File: config.mk
export PLATFORM = sky130hd
export DESIGN_NAME = target_search_locator_flat
export DESIGN_NICKNAME = d
export VERILOG_FILES = /design/src/rtl/target_search_locator_if.sv /design/src/rtl/target_search_locator.sv /design/src/flat_wrapper.sv
export SDC_FILE = /design/constraint.sdc
export NUM_CORES = 1
export LEC_CHECK = 0
export BUFFER_PORTS_ARGS = -buffer_cell sky130_fd_sc_hd__buf_2
export CAP_MARGIN = 20
export CELL_PAD_IN_SITES_DETAIL_PLACEMENT = 2
export CELL_PAD_IN_SITES_GLOBAL_PLACEMENT = 2
export CORE_ASPECT_RATIO = 0.7
export CORE_MARGIN = 3
export CORE_UTILIZATION = 30
export CTS_CLUSTER_DIAMETER = 40
export DETAILED_ROUTE_END_ITERATION = 6
export PLACE_DENSITY = 0.67
export SETUP_SLACK_MARGIN = 0.5
export SYNTH_ARGS = -nofsm -noshare
export SYNTH_HDL_FRONTEND = slang
export SYNTH_SLANG_ARGS = --single-unit
export TNS_END_PERCENT = 100
File: constraint.sdc
create_clock -name iCLK -period 2.45 [get_ports iCLK]
set_input_delay 0.3675 -clock iCLK [delete_from_list [all_inputs] [get_ports iCLK]]
set_output_delay 0.3675 -clock iCLK [all_outputs]
set_load 0.005 [all_outputs]
File: src/rtl/target_search_locator_if.sv
// Search-result bus: grayscale pixel stream and arm request in, best-match position out.
// The producer (locator) uses the slave modport; the pixel source / overlay side uses master.
interface target_search_locator_if;
    logic        iDVAL;
    logic [9:0]  iGray;
    logic [12:0] iXposition;
    logic [12:0] iYposition;
    logic [9:0]  iTarget;
    logic        iStart;
    logic [12:0] oXresult;
    logic [12:0] oYresult;
    logic [9:0]  oBestErr;
    logic        oFinished;
    logic        oBusy;

    modport master (
        output iDVAL, iGray, iXposition, iYposition, iTarget, iStart,
        input  oXresult, oYresult, oBestErr, oFinished, oBusy
    );

    modport slave (
        input  iDVAL, iGray, iXposition, iYposition, iTarget, iStart,
        output oXresult, oYresult, oBestErr, oFinished, oBusy
    );
endinterface

File: src/rtl/target_search_locator.sv
// Finds the window pixel closest to the armed target intensity over one frame and reports
// its position as an offset from the window middle (input reg -> error -> compare -> DONE).
module target_search_locator #(
    parameter int H_START  = 100,
    parameter int V_START  = 50,
    parameter int SEARCH_W = 64,
    parameter int SEARCH_H = 48
) (
    input  logic                    iCLK,
    input  logic                    iRST,
    target_search_locator_if.slave  search
);

    localparam logic [12:0] X_LO  = 13'(H_START);
    localparam logic [12:0] X_HI  = 13'(H_START + SEARCH_W - 1);
    localparam logic [12:0] Y_LO  = 13'(V_START);
    localparam logic [12:0] Y_HI  = 13'(V_START + SEARCH_H - 1);
    localparam logic [12:0] X_OFF = 13'(H_START + SEARCH_W / 2);
    localparam logic [12:0] Y_OFF = 13'(V_START + SEARCH_H / 2);

    typedef enum logic [1:0] {IDLE, WAIT_SOF, SCAN, DONE} state_t;

    state_t      state;
    logic [9:0]  target;

    logic        r0Valid, r0Last;
    logic [9:0]  r0Gray;
    logic [12:0] r0X, r0Y;

    logic        s1Valid, s1Last;
    logic [9:0]  s1Err;
    logic [12:0] s1X, s1Y;

    logic        s2Last;
    logic        haveBest;
    logic [9:0]  bestErr;
    logic [12:0] bestX, bestY;

    logic        isSof, inWindow, take;
    logic [9:0]  errNext;

    always_comb begin
        isSof    = (search.iXposition == '0) && (search.iYposition == '0);
        inWindow = (search.iXposition >= X_LO) && (search.iXposition <= X_HI) &&
                   (search.iYposition >= Y_LO) && (search.iYposition <= Y_HI);
        // The SOF pixel is sampled on the same edge that enters SCAN.
        take     = search.iDVAL && inWindow &&
                   ((state == SCAN) || ((state == WAIT_SOF) && isSof));
        errNext  = (r0Gray >= target) ? (r0Gray - target) : (target - r0Gray);
    end

    always_ff @(posedge iCLK) begin
        if (iRST) begin
            state            <= IDLE;
            target           <= '0;
            r0Valid          <= 1'b0;
            r0Last           <= 1'b0;
            r0Gray           <= '0;
            r0X              <= '0;
            r0Y              <= '0;
            s1Valid          <= 1'b0;
            s1Last           <= 1'b0;
            s1Err            <= '0;
            s1X              <= '0;
            s1Y              <= '0;
            s2Last           <= 1'b0;
            haveBest         <= 1'b0;
            bestErr          <= '0;
            bestX            <= '0;
            bestY            <= '0;
            search.oXresult  <= '0;
            search.oYresult  <= '0;
            search.oBestErr  <= '0;
            search.oFinished <= 1'b0;
            search.oBusy     <= 1'b0;
        end else begin
            // Valid-tagged pipeline moves every cycle, so the drain needs no further data.
            r0Valid <= take;
            r0Gray  <= search.iGray;
            r0X     <= search.iXposition;
            r0Y     <= search.iYposition;
            r0Last  <= (search.iXposition == X_HI) && (search.iYposition == Y_HI);

            s1Valid <= r0Valid;
            s1Err   <= errNext;
            s1X     <= r0X;
            s1Y     <= r0Y;
            s1Last  <= r0Last;

            s2Last  <= s1Valid && s1Last;

            // Strict compare: ties keep the earliest pixel in raster order.
            if (s1Valid && (!haveBest || (s1Err < bestErr))) begin
                haveBest <= 1'b1;
                bestErr  <= s1Err;
                bestX    <= s1X;
                bestY    <= s1Y;
            end

            case (state)
                WAIT_SOF: if (search.iDVAL && isSof) state <= SCAN;
                SCAN: begin
                    if (s2Last) begin
                        state            <= DONE;
                        search.oXresult  <= bestX - X_OFF;
                        search.oYresult  <= bestY - Y_OFF;
                        search.oBestErr  <= bestErr;
                        search.oFinished <= 1'b1;
                        search.oBusy     <= 1'b0;
                    end
                end
                default: ;
            endcase

            if (search.iStart) begin
                state            <= WAIT_SOF;
                target           <= search.iTarget;
                r0Valid          <= 1'b0;
                s1Valid          <= 1'b0;
                s2Last           <= 1'b0;
                haveBest         <= 1'b0;
                search.oFinished <= 1'b0;
                search.oBusy     <= 1'b1;
            end
        end
    end

endmodule

File: src/flat_wrapper.sv
// flat-port wrapper written by rule: the top's interface ports become plain ports
module target_search_locator_flat 
#(
    parameter int H_START  = 100,
    parameter int V_START  = 50,
    parameter int SEARCH_W = 64,
    parameter int SEARCH_H = 48
)
  (iCLK, iRST, search_iDVAL, search_iGray, search_iXposition, search_iYposition, search_iTarget, search_iStart, search_oXresult, search_oYresult, search_oBestErr, search_oFinished, search_oBusy);
  target_search_locator_if search_i ();
  input  logic iCLK;
  input  logic iRST;
  input wire logic [$bits(search_i.iDVAL)-1:0] search_iDVAL;
  input wire logic [$bits(search_i.iGray)-1:0] search_iGray;
  input wire logic [$bits(search_i.iXposition)-1:0] search_iXposition;
  input wire logic [$bits(search_i.iYposition)-1:0] search_iYposition;
  input wire logic [$bits(search_i.iTarget)-1:0] search_iTarget;
  input wire logic [$bits(search_i.iStart)-1:0] search_iStart;
  output wire logic [$bits(search_i.oXresult)-1:0] search_oXresult;
  output wire logic [$bits(search_i.oYresult)-1:0] search_oYresult;
  output wire logic [$bits(search_i.oBestErr)-1:0] search_oBestErr;
  output wire logic [$bits(search_i.oFinished)-1:0] search_oFinished;
  output wire logic [$bits(search_i.oBusy)-1:0] search_oBusy;
  assign search_i.iDVAL = search_iDVAL;
  assign search_i.iGray = search_iGray;
  assign search_i.iXposition = search_iXposition;
  assign search_i.iYposition = search_iYposition;
  assign search_i.iTarget = search_iTarget;
  assign search_i.iStart = search_iStart;
  assign search_oXresult = search_i.oXresult;
  assign search_oYresult = search_i.oYresult;
  assign search_oBestErr = search_i.oBestErr;
  assign search_oFinished = search_i.oFinished;
  assign search_oBusy = search_i.oBusy;
  target_search_locator #(.H_START(H_START), .V_START(V_START), .SEARCH_W(SEARCH_W), .SEARCH_H(SEARCH_H)) u_core (.iCLK(iCLK), .iRST(iRST), .search(search_i));
endmodule
Yosys cells after proc, flatten, opt, wreduce, memory -nomap -nowiden
Cells that the tools add are included.
- flip-flop bits (word level): 164
- output and inout bits: 38
- bits of input ports: 50
- reduce and logical (&&, ||, !) cells: 25
- eq/ne operators: 8
- add/sub/neg operators: 4
- magnitude comparators: 6
- muxes and demuxes: 8
- operators with widths (cell ; number):
    $logic_not A13 Y1 ; 2
    $sub A10 B10 Y10 ; 2
    $eq A13 B7 Y1 const B ; 1
    $eq A13 B8 Y1 const B ; 1
    $ge A13 B6 Y1 const B ; 1
    $ge A13 B7 Y1 const B ; 1
    $le A13 B7 Y1 const B ; 1
    $le A13 B8 Y1 const B ; 1
    $sub A13 B7 Y13 const B ; 1
    $sub A13 B8 Y13 const B ; 1
    $logic_and A1 B1 Y1 ; 11
    $ge A10 B10 Y1 ; 1
    $lt A10 B10 Y1 ; 1
    $mux W10 ; 1
    $reduce_and A3 Y1 ; 2
    $reduce_bool A2 Y1 ; 3
    $mux W1 ; 4
    $mux W2 ; 2
    $pmux W2 S2 ; 1
    $reduce_and A2 Y1 ; 2
    $ne A3 B2 Y1 const B ; 1
    $ne A3 B3 Y1 const B ; 1
    $reduce_bool A3 Y1 ; 1
    $eq A2 B1 Y1 const B ; 1
    other kinds (6) ; 7

Logic depth before layout (Yosys ltp)
- depth in word-level cells: 6
- depth in mapped cells: 10
- gate-level depth less buffers: 9

Worst setup path after synthesis
No wires, ideal clock.
- kind: register to register
- from: register u_core.r0Gray[0]
- to: register u_core.s1Err[8]
- buffers on the path: 1
- stages on the path, launching flop included: 11
- arrival: 2090 ps
- library setup time: 123 ps
- slack: 236 ps
- clock period less this slack: 2214 ps
- cells stage by stage: dfxtp_1 inv_1 ha_1 fa_1 nor2b_4 o311ai_4 o211a_1 buf_6 a311oi_2 a31oi_1 mux2_1
- longest elaborated chain between the ends: 2
- elaborated cells on any way between the ends: 4
- RTL lines (item ; RTL line ; RTL):
    start: declaration ; target_search_locator.sv:27 ; logic [9:0] r0Gray;
    start signal: assignment ; target_search_locator.sv:79 ; r0Gray <= search.iGray;
    $sub A10 B10 Y10 / $ge A10 B10 Y1 (equally long branches) ; target_search_locator.sv:49 ; errNext = (r0Gray >= target) ? (r0Gray - target) : (target - r0Gray);
    $mux W10 (*) ; target_search_locator.sv:49 ;
    end signal: assignment ; target_search_locator.sv:85 ; s1Err <= errNext;
    end: declaration ; target_search_locator.sv:31 ; logic [9:0] s1Err;
Mark *: on every way between the ends. The rest lies on a longest branch, timed or not.
A chain may end at the register's enable or synchronous reset.

Final worst setup path
- from: register u_core.bestErr[7]
- to: register u_core.bestY[5]
- longest elaborated chain between the ends: 3
- RTL lines (item ; RTL line ; RTL):
    start: declaration ; target_search_locator.sv:36 ; logic [9:0] bestErr;
    start signal: assignment ; target_search_locator.sv:95 ; bestErr <= s1Err;
    $lt A10 B10 Y1 ; target_search_locator.sv:93 ; if (s1Valid && (!haveBest || (s1Err < bestErr))) begin
    $logic_or A1 B1 Y1 ; target_search_locator.sv:93 ;
    $logic_and A1 B1 Y1 ; target_search_locator.sv:93 ;
    end signal: assignment ; target_search_locator.sv:97 ; bestY <= s1Y;
    end: declaration ; target_search_locator.sv:37 ; logic [12:0] bestX, bestY;
No other way between the ends.

==> impl_metrics.ini <==
[status]
outcome = finished, final reports clean

[yosys]
synthCells = 697
async_flop_share_pct = 0
ys_types = 61
synth_seq_area_share_pct = 49.1
yosysWarnings = 0
synth_seq_cells = 164
yosysTopAreaCellShare_pct = 49.1
synth_commonest_cells = 164 x dfxtp_1, 89 x nor2_1, 70 x nor2b_1
synth_edf_count = 0
syn_avg_cell_area_um2 = 9.60
synth_ff_type = dfxtp_1
synth_top_cell_by_area = dfxtp_1
synth_area_um2 = 6690
synth_most_common_cell = dfxtp_1
synth_area_leaders = dfxtp_1 49%, mux2i_1 7.5%, nor2b_1 6.5%
syn_nets = 779

[detailed_routing]
viasPerCell = 4.70
dr.pass1.iters = 4
dr_total_vias = 5139
antenna_left = 0
avgRoutedWirePerCell_um = 18.5
wirelength_um = 20200
drt_iter0_drc = 224
drc = 0

[floorplan]
rows = 45
io_pins = 88
die_area_um2 = 24200
die_w_um = 185
core_area_um2 = 21800
die_h_um = 131
start_util_pct = 30.7

[cells_and_area]
n_antenna_cell = 0
multi_input_comb_area_um2 = 3420
fin_cells = 1093
drive_gt1_share_pct = 27.7
fill_cells = 2303
seqCellArea_um2 = 3310
area_growth_pct = 29.0
final_nets = 880
final_area_um2 = 8630
finalCoreUtilization_pct = 39.6

[placed_design]
place_area_um2 = 7470
portBuffers = 87
dp_hpwl_um = 13300
place_inst = 1039
gp_congestion = 0.779

[timing]
clock.fmax_ghz = 0.434
fin_skew_ps = 12.0
finalCritPeriodShare_pct = 94.1
grt_setup_unrepaired = yes
timing.slew.headroom_pct = 47.8
fin_crit_ps = 2310
drv_slew = 0
finalHoldViolCount = 0
worstMarginPinSlew_ps = 783
setup_viol = 0
timing.setup.tns_ps = 0

[setup_path]
crit_slowest_cell = dfxtp_2
reg2reg_from = u_core.bestErr[7]
crit_family = compound AO/OA/AOI/OAI gates
crit_type = register to register
cp_cell_sequence = inv_2 > ha_4 > a21o_1 > a21o_1 > a221oi_4 > o221ai_4 > buf_12 > buf_12 > mux2i_4 > nor2_1
worstPathArrival_ps = 2640
r2r_setup_slack_ps = 140
crit_path_start_kind = register
crit_buf_inv = 3
cp.required_ps = 2780
cp.depth = 10
rr_worst_depth = 10
cp-end-kind = register
critPathMaxFanout = 7
max_stage_delay_ps = 350
reg2reg_to = u_core.bestY[5]

[global_route]
grt_max_degree = 162
grt_first_pass_wirelength_um = 31300
grt.overflow.total = 0
top_usage_layer = met2
global_route.usage.met2_pct = 26.2
grt_use_met3_pct = 3.32
grt_pass1_vias = 5521
grt_usage_pct = 16.7
antenna_found_initial = 0
met1_usage_pct = 23.9

[clock_network]
ctsLongestPathBuffers = 2
clkSlewWorstSetupHoldPaths_ps = 70
clock_latency_ps = 430
cts.sink_count = 164
cts-root-buf = clkbuf_16
cts_buffers = 17
hold_buffers = 0
cts.htree.levels = 4
tritoncts = done

[power_and_ir_drop]
power.density_nw_per_um2 = 740
vdd.ir_drop.worst_v = 0.000309
p_leak_nw = 3.77
finalPower_mw = 6.39

[min_path]
hold_class = input pin to register
hold_path_end = u_core.r0Gray[6]
hold_path_depth = 2
min_from = search_iGray[6]

[run]
drv_cap = 0
## metal layers
layer  up-vias  wire, um
li1       2539         -
met1      2510     10400
met2        78      9020
met3        12       630
met4         0       194
met5         -         0
## metrics by stage
| stage | hold slack, ps | setup slack [ps] |
|---|---|---|
| floorplan | 406 | 317 |
| global placement | 428 | 140 |
| finish | 147 | 144 |
| detailed placement | 421 | -28.1 |
| CTS | 132 | 245 |
| global route | 145 | 66.3 |
## layout by cell type (no fill, tap or decap), types with 17 or more instances in the layout
master / netlist / layout
a21oi_1: 34 / 32
buf_2: 3 / 86
buf_4: 3 / 19
clkbuf_16: 0 / 17
dfxtp_1: 164 / 149
inv_1: 34 / 31
mux2i_1: 50 / 45
nand2_1: 50 / 50
nor2_1: 89 / 87
nor2b_1: 70 / 68
## sequential cells by signal (all words and copies together), names as in the netlist, 13 cells and up
signal	cells
u_core.bestX	13
u_core.search.oYresult	13
u_core.r0X	13
u_core.r0Y	13
u_core.search.oXresult	13
u_core.s1Y	13
u_core.bestY	13
u_core.s1X	13
## logic make-up (layout without fill, tap and decap cells)
group | count (synthesis) | in the layout | synth area share (%)
and+or+nand+nor | 257 | 257 | 19.1
adders and majority gates | 32 | 32 | 6.21
AOI/OAI and AO/OA | 101 | 101 | 10.5
buffers and inverters | 71 | 185 | 4.54
DFF | 164 | 164 | 49.1
muxes | 54 | 54 | 8.21
xor gates and xnor gates | 18 | 18 | 2.36
## cell type report
type / count / area share [%]
clock inverter: 15 / 2.16
tap: 282 / 4.09
sequential: 164 / 38.3
multi-input combinational: 462 / 39.6
clock buffer: 17 / 4.93
inverter: 34 / 1.51
timing repair buffer: 119 / 9.33
## worst max path at each step
stage / from / to / slack [ps]
6_report: u_core.bestErr[7] / u_core.bestY[5] / 140
5_1_grt: u_core.bestErr[7] / u_core.bestY[5] / 70
4_1_cts: u_core.bestErr[7] / u_core.bestY[7] / 240
3_5_place_dp: u_core.r0Gray[7] / u_core.s1Err[7] / -30
3_3_place_gp: u_core.bestErr[8] / u_core.bestY[4] / 140
2_1_floorplan: u_core.r0Gray[2] / u_core.s1Err[8] / 320
## timing repair
action                     CTS  global route
gates resized for setup     52            28
pin swaps                   18            16
setup buffers               12             7
setup endpoints to repair   45            46
cloned                       3             0
## report_power, final
group          leakage, nW  total, mW  internal [mW]  switching, mW
Clock                0.294       2.77           1.55           1.22
Combinational         2.12      0.799          0.391          0.408
Sequential            1.35       2.82           2.76         0.0630
Total                 3.77       6.39           4.70           1.69
Note: power is estimated with default switching activity, not from simulation.
